===== src/rtl/note_playback_reader_pkg.sv =====
// Shared word layout and sequencer state encoding for the note playback reader.
package note_playback_reader_pkg;

   localparam int unsigned DATA_WIDTH = 8;

   localparam int unsigned DUR_MSB  = 7;
   localparam int unsigned DUR_LSB  = 5;
   localparam int unsigned NOTE_MSB = 4;
   localparam int unsigned NOTE_LSB = 0;

   localparam logic [DATA_WIDTH-1:0] END_WORD = 8'h00;

   typedef enum logic [2:0] {
      StIdle,
      StRewind,
      StReq,
      StWait,
      StPlay,
      StGap,
      StDone
   } state_e;

endpackage


===== src/rtl/note_playback_reader_unit_tick_gen.sv =====
// Prescaler that emits a one-cycle unit_tick every TICKS_PER_UNIT enabled cycles.
module note_playback_reader_unit_tick_gen
   import note_playback_reader_pkg::*;
#(
   parameter int unsigned TICKS_PER_UNIT = 12_500_000
) (
   input  logic clk,
   input  logic rst_n,
   input  logic en,
   input  logic clr,
   output logic unit_tick
);

   localparam int unsigned CNT_W = (TICKS_PER_UNIT > 1) ? $clog2(TICKS_PER_UNIT) : 1;
   localparam logic [CNT_W-1:0] CNT_LAST = CNT_W'(TICKS_PER_UNIT - 1);

   logic [CNT_W-1:0] cnt_q, cnt_d;

   always_comb begin
      unit_tick = en && (cnt_q == CNT_LAST);
      cnt_d     = cnt_q;
      if (clr) begin
         cnt_d = '0;
      end else if (en) begin
         cnt_d = unit_tick ? '0 : cnt_q + 1'b1;
      end
   end

   always_ff @(posedge clk or negedge rst_n) begin
      if (!rst_n) begin
         cnt_q <= '0;
      end else begin
         cnt_q <= cnt_d;
      end
   end

endmodule


===== src/rtl/note_playback_reader.sv =====
// Fetches note words from memory, plays each for its duration, then inserts a
// silent gap before fetching the next word; stops on the end-of-song marker.
module note_playback_reader #(
   parameter int unsigned DATA_WIDTH     = 8,
   parameter int unsigned TICKS_PER_UNIT = 12_500_000,
   parameter int unsigned GAP_TICKS      = 1_250_000,
   parameter int unsigned READ_TIMEOUT   = 16
) (
   input  logic                  clk,
   input  logic                  rst_n,
   input  logic                  start,
   input  logic                  stop,
   input  logic                  pause,
   output logic                  read_en,
   output logic                  read_rst,
   input  logic                  output_ready,
   input  logic [DATA_WIDTH-1:0] mem_data,
   output logic [4:0]            note_out,
   output logic                  busy,
   output logic                  done,
   output logic                  timeout_err
);

   import note_playback_reader_pkg::*;

   localparam int unsigned GAP_W  = (GAP_TICKS > 0) ? $clog2(GAP_TICKS + 1) : 1;
   localparam int unsigned WAIT_W = $clog2(READ_TIMEOUT + 1);
   localparam logic [GAP_W-1:0]  GAP_LAST  = GAP_W'(GAP_TICKS - 1);
   localparam logic [WAIT_W-1:0] WAIT_LAST = WAIT_W'(READ_TIMEOUT - 1);

   state_e              state_q, state_d;
   logic [4:0]          note_q, note_d;
   logic [2:0]          units_q, units_d;
   logic [GAP_W-1:0]    gap_q, gap_d;
   logic [WAIT_W-1:0]   wait_q, wait_d;
   logic                terr_q, terr_d;
   logic                tick_en, tick_clr, unit_tick;

   // Prescaler runs only while a note is actually sounding; pause freezes it.
   assign tick_en  = (state_q == StPlay) && !pause;
   assign tick_clr = (state_q != StPlay);

   note_playback_reader_unit_tick_gen #(
      .TICKS_PER_UNIT (TICKS_PER_UNIT)
   ) u_unit_tick_gen (
      .clk       (clk),
      .rst_n     (rst_n),
      .en        (tick_en),
      .clr       (tick_clr),
      .unit_tick (unit_tick)
   );

   always_comb begin
      state_d = state_q;
      note_d  = note_q;
      units_d = units_q;
      gap_d   = gap_q;
      wait_d  = wait_q;
      terr_d  = terr_q;

      if (stop) begin
         state_d = StIdle;
      end else begin
         unique case (state_q)
            StIdle: begin
               if (start) begin
                  state_d = StRewind;
                  terr_d  = 1'b0;
               end
            end
            StRewind: state_d = StReq;
            StReq: begin
               wait_d  = '0;
               state_d = StWait;
            end
            StWait: begin
               if (output_ready) begin
                  if (mem_data == DATA_WIDTH'(END_WORD)) begin
                     state_d = StDone;
                  end else begin
                     note_d  = mem_data[NOTE_MSB:NOTE_LSB];
                     units_d = mem_data[DUR_MSB:DUR_LSB];
                     state_d = StPlay;
                  end
               end else if (wait_q == WAIT_LAST) begin
                  terr_d  = 1'b1;
                  state_d = StIdle;
               end else begin
                  wait_d = wait_q + 1'b1;
               end
            end
            StPlay: begin
               // units_q holds the remaining units minus one.
               if (unit_tick) begin
                  if (units_q == '0) begin
                     gap_d   = '0;
                     state_d = (GAP_TICKS > 0) ? StGap : StReq;
                  end else begin
                     units_d = units_q - 1'b1;
                  end
               end
            end
            StGap: begin
               if (!pause) begin
                  if (gap_q == GAP_LAST) begin
                     state_d = StReq;
                  end else begin
                     gap_d = gap_q + 1'b1;
                  end
               end
            end
            StDone:  state_d = StIdle;
            default: state_d = StIdle;
         endcase
      end
   end

   always_comb begin
      read_rst    = (state_q == StRewind);
      read_en     = (state_q == StReq);
      done        = (state_q == StDone);
      busy        = (state_q != StIdle);
      timeout_err = terr_q;
      note_out    = '0;
      if ((state_q == StPlay) && !pause) begin
         note_out = note_q;
      end
   end

   always_ff @(posedge clk or negedge rst_n) begin
      if (!rst_n) begin
         state_q <= StIdle;
         note_q  <= '0;
         units_q <= '0;
         gap_q   <= '0;
         wait_q  <= '0;
         terr_q  <= 1'b0;
      end else begin
         state_q <= state_d;
         note_q  <= note_d;
         units_q <= units_d;
         gap_q   <= gap_d;
         wait_q  <= wait_d;
         terr_q  <= terr_d;
      end
   end

endmodule


===== config.mk =====
export PLATFORM = sky130hd
export DESIGN_NAME = note_playback_reader
export DESIGN_NICKNAME = d
export VERILOG_FILES = /design/src/rtl/note_playback_reader_pkg.sv /design/src/rtl/note_playback_reader_unit_tick_gen.sv /design/src/rtl/note_playback_reader.sv
export SDC_FILE = /design/constraint.sdc
export NUM_CORES = 1
export LEC_CHECK = 0
export ABC_AREA = 1
export ABC_CLOCK_PERIOD_IN_PS = 2000
export BUFFER_PORTS_ARGS = -buffer_cell sky130_fd_sc_hd__clkbuf_2
export CAP_MARGIN = 5
export CORE_AREA = 2 2 104 106
export DETAILED_ROUTE_END_ITERATION = 6
export DIE_AREA = 0 0 106 108
export SLEW_MARGIN = 20
export SYNTH_ARGS = -nofsm -noshare
export SYNTH_HDL_FRONTEND = slang
export SYNTH_HIERARCHICAL = 1
export SYNTH_SLANG_ARGS = --single-unit

===== constraint.sdc =====
create_clock -name clk -period 2 [get_ports clk]
set_input_delay 0.1 -clock clk [delete_from_list [all_inputs] [get_ports clk]]
set_output_delay 0.1 -clock clk [all_outputs]
set_load 0.01 [all_outputs]

==> flow_metrics.tcl, run 1 <==
set metrics [dict create \
    status "finished clean" \
    syn_avg_cell_area_um2 6.970 \
    grt_pass1_wl_um 15930 \
    ys_ff_latch 62 \
    firstDrtPassIters 5 \
    synth_area_um2 4056 \
    io_pins 24 \
    rsz0062_at_grt "true" \
    die_y_um 108 \
    gp_congestion 0.8741 \
    num_vias 3683 \
    instances_no_fill 773 \
    fp.dieArea_um2 11450 \
    yosys_warnings 6 \
    tritoncts "yes" \
    rows 37 \
    initial_utilization 0.3965 \
    pre_cts_slack_ns 0.05761 \
    cp-end-kind "register" \
    clockRootBuffer "clkbuf_8" \
    crit_start "state_q[0]$_DFFE_PN0P_" \
    core_um2 10230 \
    synth_cells 582 \
    timing.rr.end "gap_q[13]$_DFFE_PN0P_" \
    crit_fanout 12 \
    fmax_mhz 529.2 \
    final_max_slew_viol_count 0 \
    syn_nets 602 \
    grt_usage 0.1742 \
    vias_per_cell 4.765 \
    synthMuxAreaShare 0.002468 \
    drt_wl_total_um 9333 \
    grt_max_degree 63 \
    crit_type "reg -> reg" \
    total_power_uw 3586 \
    worst_pin_slew_ns 0.5770 \
    fin_ws_ns 0.1105 \
    antenna_cells 0 \
    synth.yosys.seq_area_share 0.3825 \
    maxSlewHeadroom 0.6124 \
    drt-initial-drc-count 168 \
    cts_max_path_buffers 2 \
    synthSimpleGateAreaFrac 0.4198 \
    nNetsFinal 652 \
    total_leakage_power_uw 0.002222 \
    synthAdderAreaFrac 0.01851 \
    min-delay-start "mem_data[2]" \
    period_share 0.9447 \
    hold_end "note_q[2]$_DFFE_PN0P_" \
    ys_async_sr_fraction 1.000 \
    min_period_ns 1.889 \
    layout_commonest_cell "nand2_1" \
    synth_compound_area_frac 0.05490 \
    drc 0 \
    crit_required_ns 2.23 \
    post-dp-hpwl_um 6651 \
    hold_class "in -> reg" \
    clk_latency_ns 0.35 \
    syn2layout_area_growth_pct 17.67 \
    ys_types 35 \
    crit_arrival_ns 2.12 \
    grt.overflow.total 0 \
    ff2ff_path_depth 14 \
    finalHoldViolCount 0 \
    p_per_area_nw_per_um2 751.3 \
    htreeDepth 3 \
    grt_pass1_vias 3481 \
    path_clk_slew_ns 0.08 \
    ant_nets 0 \
    fin_skew_ns 0.01126 \
    wl_per_cell_um 12.07 \
    antenna_found_initial 0 \
    port_buffers 23 \
    numCtsBuffers 9 \
    hold_depth 3 \
    final_cell_mix "nand2_1, nor2_1, inv_1" \
    reg2reg_from "state_q[0]$_DFFE_PN0P_" \
    fillers 1012 \
    worst_setup_path_start_kind "register" \
    synth_enable_flop_cells 0 \
    dieWidth_um 106 \
    synth_ff_type "dfrtp_1" \
    cap_violations 0 \
    peakVddDrop_mv 0.3725 \
    drive_above_1_share 0.1695 \
    clock_sinks 62 \
    ff2ff_setup_slack_ns 0.11 \
    setup_violations 0 \
    dpl.cell_count 751 \
    synth_top_family_by_area "simple AND/OR/NAND/NOR gates" \
    synth_xor_area_frac 0.03886 \
]
[power breakdown]
group	internal, µW	switching, µW
logic	259	425
registers	1390	112
clock network	898	503
total	2550	1040
[flip-flops by register name, summed over array words and instances (netlist names)]
| signal | flops |
|---|---|
| note_q | 5 |
| wait_q | 5 |
| u_unit_tick_gen/cnt_q | 24 |
| timeout_err | 1 |
| gap_q | 21 |
| state_q | 3 |
| units_q | 3 |
[Yosys cell counts, types with 8 or more instances]
cell     count  area share
inv_1       65       0.060
nand4_1     11       0.017
nand2_2      8       0.012
nand2_1    175        0.16
a21oi_1      9       0.011
nor2_1      85       0.079
o21ai_0     13       0.016
dfrtp_1     62        0.38
nand3_1     50       0.062
nor2_2      21       0.032
o21ai_1     12       0.015
xor2_1      16       0.035
[timing repair]
action	in CTS	in global routing
setup endpoints to repair	0	24
hold buffers	3	0
buffers inserted	0	2
resized for setup	0	7
endpoints found under the hold margin	64	0
[cells by family (layout without fill, tap and decap cells)]
| family | after synthesis | after routing |
|---|---|---|
| and+or+nand+nor | 376 | 377 |
| xor gates and xnor gates | 18 | 18 |
| adders and majority gates | 6 | 6 |
| buffers and inverters | 78 | 132 |
| AOI/OAI and AO/OA | 41 | 41 |
| DFF | 62 | 62 |
| muxes | 1 | 1 |
[per-stage QoR]
step	TNS [ns]	area, µm²	util	hold WS, ns
5_1_grt	-0.01182	4773	0.4666	0.02170
4_1_cts	0	4721	0.4614	0.004864
3_3_place_gp	0	4442	0.4341	0.1485
6_report	0	4773	0.4666	0.02003
3_5_place_dp	0	4442	0.4341	0.1523
2_1_floorplan	0	4074	-	-0.1956
[critical path: stages, from the launching register on]
cell	delay [ns]
dfrtp_1	0.41
nor2_4	0.15
nand2_4	0.06
nor2_4	0.08
nand3_1	0.09
nor2_2	0.12
nand3_2	0.11
inv_1	0.09
nand2_1	0.06
nand2_2	0.10
nand3b_4	0.10
inv_4	0.11
nand2_4	0.12
nand2_1	0.10
nand2_1	0.06
[area by class of cell]
cell class	count	area, µm²	share of cell area
Tap cell	136	170.2	0.03565
Clock buffer	13	158.9	0.03329
Clock inverter	3	90.09	0.01887
Inverter	71	274.0	0.05740
Timing Repair Buffer	45	312.8	0.06553
Multi-Input combinational cell	443	2216	0.4642
Sequential cell	62	1551	0.3250
[routing by layer]
layer / up-vias / routed length [µm] / GRT usage
met4: 0 / 73 / 0.05545
met1: 1669 / 4643 / 0.2327
met3: 8 / 335 / 0.03496
li1: 1940 / - / -
met5: - / 0 / 0
met2: 66 / 4281 / 0.2857
[worst max-delay path by stage]
| stage | end | cells after the start |
|---|---|---|
| finish | gap_q[13]$_DFFE_PN0P_ | 14 |
| global route | gap_q[17]$_DFFE_PN0P_ | 14 |
| CTS | gap_q[17]$_DFFE_PN0P_ | 14 |
| detailed placement | gap_q[11]$_DFFE_PN0P_ | 14 |
| global placement | gap_q[0]$_DFFE_PN0P_ | 14 |
| floorplan | gap_q[6]$_DFFE_PN0P_ | 16 |
No activity file was read; power rests on OpenSTA's default activity.
==> run 2, diff against run 1 <==
Settings changed: BUFFER_PORTS_ARGS -buffer_cell sky130_fd_sc_hd__clkbuf_2 to unset, DONT_BUFFER_PORTS set to 1.
==> run 2 against run 1 <==
Net effect:
- cell area down 1.8%
- non-clock buffer count down 17
- clock-buffer cell count down 4
- combinational power down 3%
- largest cell class unchanged
- largest power group unchanged
- highest routed layer unchanged
==> flow_metrics.tcl, run 2 (synthesis results as in run 1) <==
set metrics [dict create \
    status "finished clean" \
    hold_ws_ns 0.07803 \
    wl_per_cell_um 12.43 \
    worst_setup_path_start_kind "register" \
    crit_start "gap_q[0]$_DFFE_PN0P_" \
    setup_violations 0 \
    ant_nets 0 \
    fillers 1029 \
    io_pins 24 \
    nNetsFinal 635 \
    period_share 0.9440 \
    antenna_found_initial 0 \
    critPathBufInv 1 \
    topRoutingLayerUsed "met4" \
    drt_wl_total_um 9395 \
    tritoncts "yes" \
    crit_arrival_ns 2.15 \
    ff2ff_setup_slack_ns 0.11 \
    syn2layout_area_growth_pct 15.55 \
    antenna_cells 0 \
    reg2reg_from "gap_q[0]$_DFFE_PN0P_" \
    drc 0 \
    clockRootBuffer "clkbuf_8" \
    rows 37 \
    rsz0062_at_grt "true" \
    fmax_mhz 529.7 \
    core_um2 10230 \
    min-delay-start "pause" \
    crit_family "simple AND/OR/NAND/NOR gates" \
    peakVddDrop_mv 0.4137 \
    grt_max_degree 63 \
    cap_violations 0 \
    maxSlewHeadroom 0.6125 \
    num_vias 3608 \
    met2_length_um 4417 \
    layout_commonest_cell "nand2_1" \
    grt.overflow.total 0 \
    largest_reg_flops 24 \
    p_per_area_nw_per_um2 707.5 \
    clock_sinks 62 \
    fp.dieArea_um2 11450 \
    crit_end "gap_q[10]$_DFFE_PN0P_" \
    port_buffers 0 \
    largest-register "u_unit_tick_gen/cnt_q" \
    register_area_um2 1551 \
    path_depth 8 \
    final_core_util 0.4581 \
    drt-initial-drc-count 177 \
    met1_length_um 4493 \
    worst_pin_slew_ns 0.5768 \
    path_cells "ha_1, nand3_1, nor2_1, nand4_1, nand2_8, inv_8, nand2_1, nand2_1" \
    post-dp-hpwl_um 6671 \
    finalHoldViolCount 0 \
    gp_congestion 0.8857 \
    worst_path_max_delay_cell "dfrtp_1" \
    die_y_um 108 \
    vias_per_cell 4.772 \
    initial_utilization 0.3965 \
    drive_above_1_share 0.1435 \
    routed-wl-met3_um 354 \
    numCtsBuffers 9 \
    min_period_ns 1.888 \
    crit_fanout 12 \
    cts_max_path_buffers 2 \
    grt_pass1_wl_um 15860 \
    crit_type "reg -> reg" \
    grt_usage 0.1745 \
    crit_required_ns 2.26 \
    multi_input_area_um2 2223 \
    timing.rr.end "gap_q[10]$_DFFE_PN0P_" \
    cp-end-kind "register" \
    pre_cts_slack_ns 0.04601 \
    total_leakage_power_uw 0.002107 \
    tns_ns 0 \
    firstDrtPassIters 6 \
    grt_pass1_vias 3474 \
    final_cell_mix "nand2_1, nor2_1, inv_1" \
    ff2ff_path_depth 8 \
    fin_ws_ns 0.1121 \
    reg_top3 "u_unit_tick_gen/cnt_q x24, gap_q x21" \
    path_clk_slew_ns 0.08 \
    crit_top_cell "nand2_1" \
    fin_skew_ns 0.01412 \
    final_max_slew_viol_count 0 \
    htreeDepth 3 \
    dieWidth_um 106 \
    hold_class "in -> reg" \
    clk_latency_ns 0.37 \
    crit_path_max_incr_delay_ns 0.46 \
]
-- run 2: cell count changes in the layout (fill, tap and decap cells not counted), sizes merged, moves of 2 or more --
cell / before / now
clkinvlp: 0 / 4
clkbuf: 35 / 9
dlygate4sd3: 3 / 9
bufinv: 3 / 1
-- run 2: area by class of cell --
class / count / area share
clock buffers: 9 / 0.02643
inverters: 71 / 0.05953
clock inverters: 7 / 0.01575
flip-flops and latches: 62 / 0.3310
well taps: 136 / 0.03631
repair buffers: 28 / 0.05659
multi-input cells: 443 / 0.4744
-- run 2: power breakdown --
group / total, µW / leakage (µW) / internal (µW) / switching [µW]
logic: 666 / 0.00119 / 259 / 407
clock network: 1150 / 0.0000879 / 576 / 569
registers: 1500 / 0.000829 / 1390 / 118
total: 3320 / 0.00211 / 2220 / 1090
-- run 2: per-layer routing --
| layer | vias to the layer above | track usage |
|---|---|---|
| met3 | 8 | 0.03255 |
| met4 | 0 | 0.06391 |
| met2 | 56 | 0.2885 |
| li1 | 1891 | - |
| met5 | - | 0 |
| met1 | 1653 | 0.2295 |
-- run 2: through the flow --
| stage | power [µW] | area, µm² | instances |
|---|---|---|---|
| after floorplan | 1980 | 4074 | 582 |
| after global placement | 2100 | 4307 | 727 |
| after detailed placement | 2119 | 4307 | 727 |
| after CTS | 3318 | 4622 | 753 |
| after global routing | 3512 | 4687 | 756 |
| final | 3316 | 4687 | 756 |
-- run 2: worst min-delay path: stages --
cell and delay (ns):
nand2_2 0.05, nand2_1 0.08, nor2_2 0.05, nand4_1 0.08
nand2_1 0.05
-- run 2: how the worst min path moves through the flow --
stage,to,slack [ns],depth (start not counted)
2_1_floorplan,gap_q[0]$_DFFE_PN0P_,-0.20,0
3_3_place_gp,u_unit_tick_gen/cnt_q[17]$_DFFE_PN0P_,-0.19,0
3_5_place_dp,u_unit_tick_gen/cnt_q[17]$_DFFE_PN0P_,-0.19,0
4_1_cts,timeout_err$_DFFE_PN0P_,0.07,4
5_1_grt,note_q[0]$_DFFE_PN0P_,0.10,4
6_report,state_q[0]$_DFFE_PN0P_,0.08,5
-- run 2: what timing repair did --
item                                    in CTS  in global routing
gates resized for setup                      0                 12
hold buffers                                10                  0
buffers inserted                             0                  2
endpoints found under the setup margin       0                 25
hold endpoints to repair                    70                  0
==> run 3, diff against run 2 <==
Settings changed: CORE_AREA 2 2 104 106 to 2 2 116 96, CTS_CLUSTER_DIAMETER set to 100, DIE_AREA 0 0 106 108 to 0 0 118 98.
==> run 3 against run 2 <==
Net effect:
- worst hold slack lost 0.062 ns
- cell count increased by 0.79%
- first-iteration DRC count increased by 4.5%
- sequential power is essentially flat
- largest power group is now clock
- critical path depth rose by 4
- maximum frequency increased by 2.5%
==> flow_metrics.tcl, run 3 (synthesis results as in run 1) <==
set metrics [dict create \
    crit_fanout 12 \
    crit_type "reg -> reg" \
    numCtsBuffers 9 \
    fmax_mhz 543.0 \
    drc 0 \
    path_cells "nor2_4, nand2_4, nor2_4, buf_4, nor2_1, buf_4, nor2_2, nand2_1, nor2_1, nand3_1, nand2_1, nor2_1" \
    ant_nets 0 \
    firstDrtPassIters 4 \
    antenna_found_initial 0 \
    syn2layout_area_growth_pct 18.51 \
    htreeDepth 3 \
    clk_latency_ns 0.32 \
    fin_skew_ns 0.009430 \
    grt.overflow.total 0 \
    initial_utilization 0.3860 \
    final_core_util 0.4575 \
    p_per_area_nw_per_um2 800.8 \
    layout_commonest_cell "nand2_1" \
    sw_frac_of_total 0.2762 \
    largest_reg_flops 24 \
    grt_pass1_wl_um 16190 \
    clockRootBuffer "clkbuf_16" \
    finalHoldViolCount 0 \
    hold_ws_ns 0.01564 \
    reg_top3 "u_unit_tick_gen/cnt_q x24, gap_q x21" \
    grt_usage 0.1702 \
    p_int_uw 2786 \
    largest-register "u_unit_tick_gen/cnt_q" \
    gp_congestion 0.8699 \
    grt_max_degree 63 \
    crit_family "simple AND/OR/NAND/NOR gates" \
    vias_per_cell 4.807 \
    crit_required_ns 2.21 \
    tritoncts "yes" \
    drt-initial-drc-count 185 \
    drt_wl_total_um 9456 \
    critPathBufInv 2 \
    cp-end-kind "register" \
    die_y_um 98 \
    total_leakage_power_uw 0.002180 \
    worst_path_max_delay_cell "dfrtp_1" \
    io_pins 24 \
    maxSlewHeadroom 0.6271 \
    power_frac_seq 0.392 \
    grt_pass1_vias 3483 \
    final_cell_mix "nand2_1, nor2_1, inv_1" \
    post-dp-hpwl_um 6729 \
    dieWidth_um 118 \
    final_max_slew_viol_count 0 \
    min_period_ns 1.842 \
    switching_power_uw 1063 \
    worst_setup_path_start_kind "register" \
    worst_pin_slew_ns 0.5551 \
    wl_per_cell_um 12.41 \
    crit_arrival_ns 2.05 \
    crit_path_max_incr_delay_ns 0.40 \
    rows 34 \
    peakVddDrop_mv 0.4428 \
    hold_class "in -> reg" \
    nNetsFinal 634 \
    p_clk_frac 0.436 \
    path_clk_slew_ns 0.05 \
    period_share 0.9208 \
    total_power_uw 3850 \
    cts_max_path_buffers 2 \
    combPwrFrac 0.172 \
    antenna_cells 0 \
    clock_sinks 62 \
    setup_violations 0 \
    fillers 1060 \
    cap_violations 0 \
    num_vias 3663 \
    core_um2 10510 \
    port_buffers 0 \
    fp.dieArea_um2 11560 \
    status "finished clean" \
    drive_above_1_share 0.1472 \
    crit_top_cell "nor2_1" \
]
## run 3: through the flow
step           std cells   TNS [ns]  instance area [µm²]  setup WS [ns]
5_1_grt              762  -0.005440                 4807      -0.005440
6_report             762          0                 4807         0.1584
3_3_place_gp         733          0                 4302         0.1133
4_1_cts              756          0                 4722        0.01734
3_5_place_dp         733          0                 4302        0.03152
2_1_floorplan        582          0                 4074        0.03827
## run 3: layout make-up
cell class	instances	area, µm²	share of cell area
Multi-Input combinational cell	443	2221	0.4620
Timing Repair Buffer	27	252.7	0.05258
Clock inverter	4	70.07	0.01458
Inverter	71	279.0	0.05804
Tap cell	144	180.2	0.03748
Clock buffer	11	252.7	0.05258
Sequential cell	62	1551	0.3227
## run 3: repair_timing
| item | 4_1_cts | 5_1_grt |
|---|---|---|
| endpoints found under the hold margin | 68 | 0 |
| setup buffers | 0 | 5 |
| setup endpoints to repair | 0 | 25 |
| gates resized for setup | 0 | 14 |
| hold buffers | 8 | 0 |
## run 3: per-layer routing
metal | wire (µm) | vias up | global-route usage
met5 | 0 | - | 0
met4 | 100 | 0 | 0.05097
li1 | - | 1894 | -
met2 | 4339 | 43 | 0.2755
met1 | 4744 | 1718 | 0.2370
met3 | 272 | 8 | 0.02570
## run 3: power by group through the flow
stage,Combinational (µW),Clock (µW),Sequential [µW]
2_1_floorplan,485,0,1500
3_3_place_gp,577,0,1520
3_5_place_dp,597,0,1530
4_1_cts,645,1720,1510
5_1_grt,758,1780,1530
6_report,662,1680,1510
## run 3: worst paths after layout
path	start	end	slack, ns	cells past startpoint
max reg2reg	state_q[1]$_DFFE_PN0P_	u_unit_tick_gen/cnt_q[9]$_DFFE_PN0P_	0.16	12
min	mem_data[6]	units_q[1]$_DFFE_PN0P_	0.02	2
max	state_q[1]$_DFFE_PN0P_	u_unit_tick_gen/cnt_q[9]$_DFFE_PN0P_	0.16	12
min reg2reg	note_q[3]$_DFFE_PN0P_	note_q[3]$_DFFE_PN0P_	0.47	2
max in group asynchronous	rst_n	u_unit_tick_gen/cnt_q[16]$_DFFE_PN0P_	1.39	2
min in group asynchronous	rst_n	gap_q[5]$_DFFE_PN0P_	0.36	2
## run 3: worst register-to-register path: cells and delay by family, from the launching register on
kind          cells  cell delay (ns)
flops             1             0.40
buf+inv           2             0.31
simple gates     10             1.02
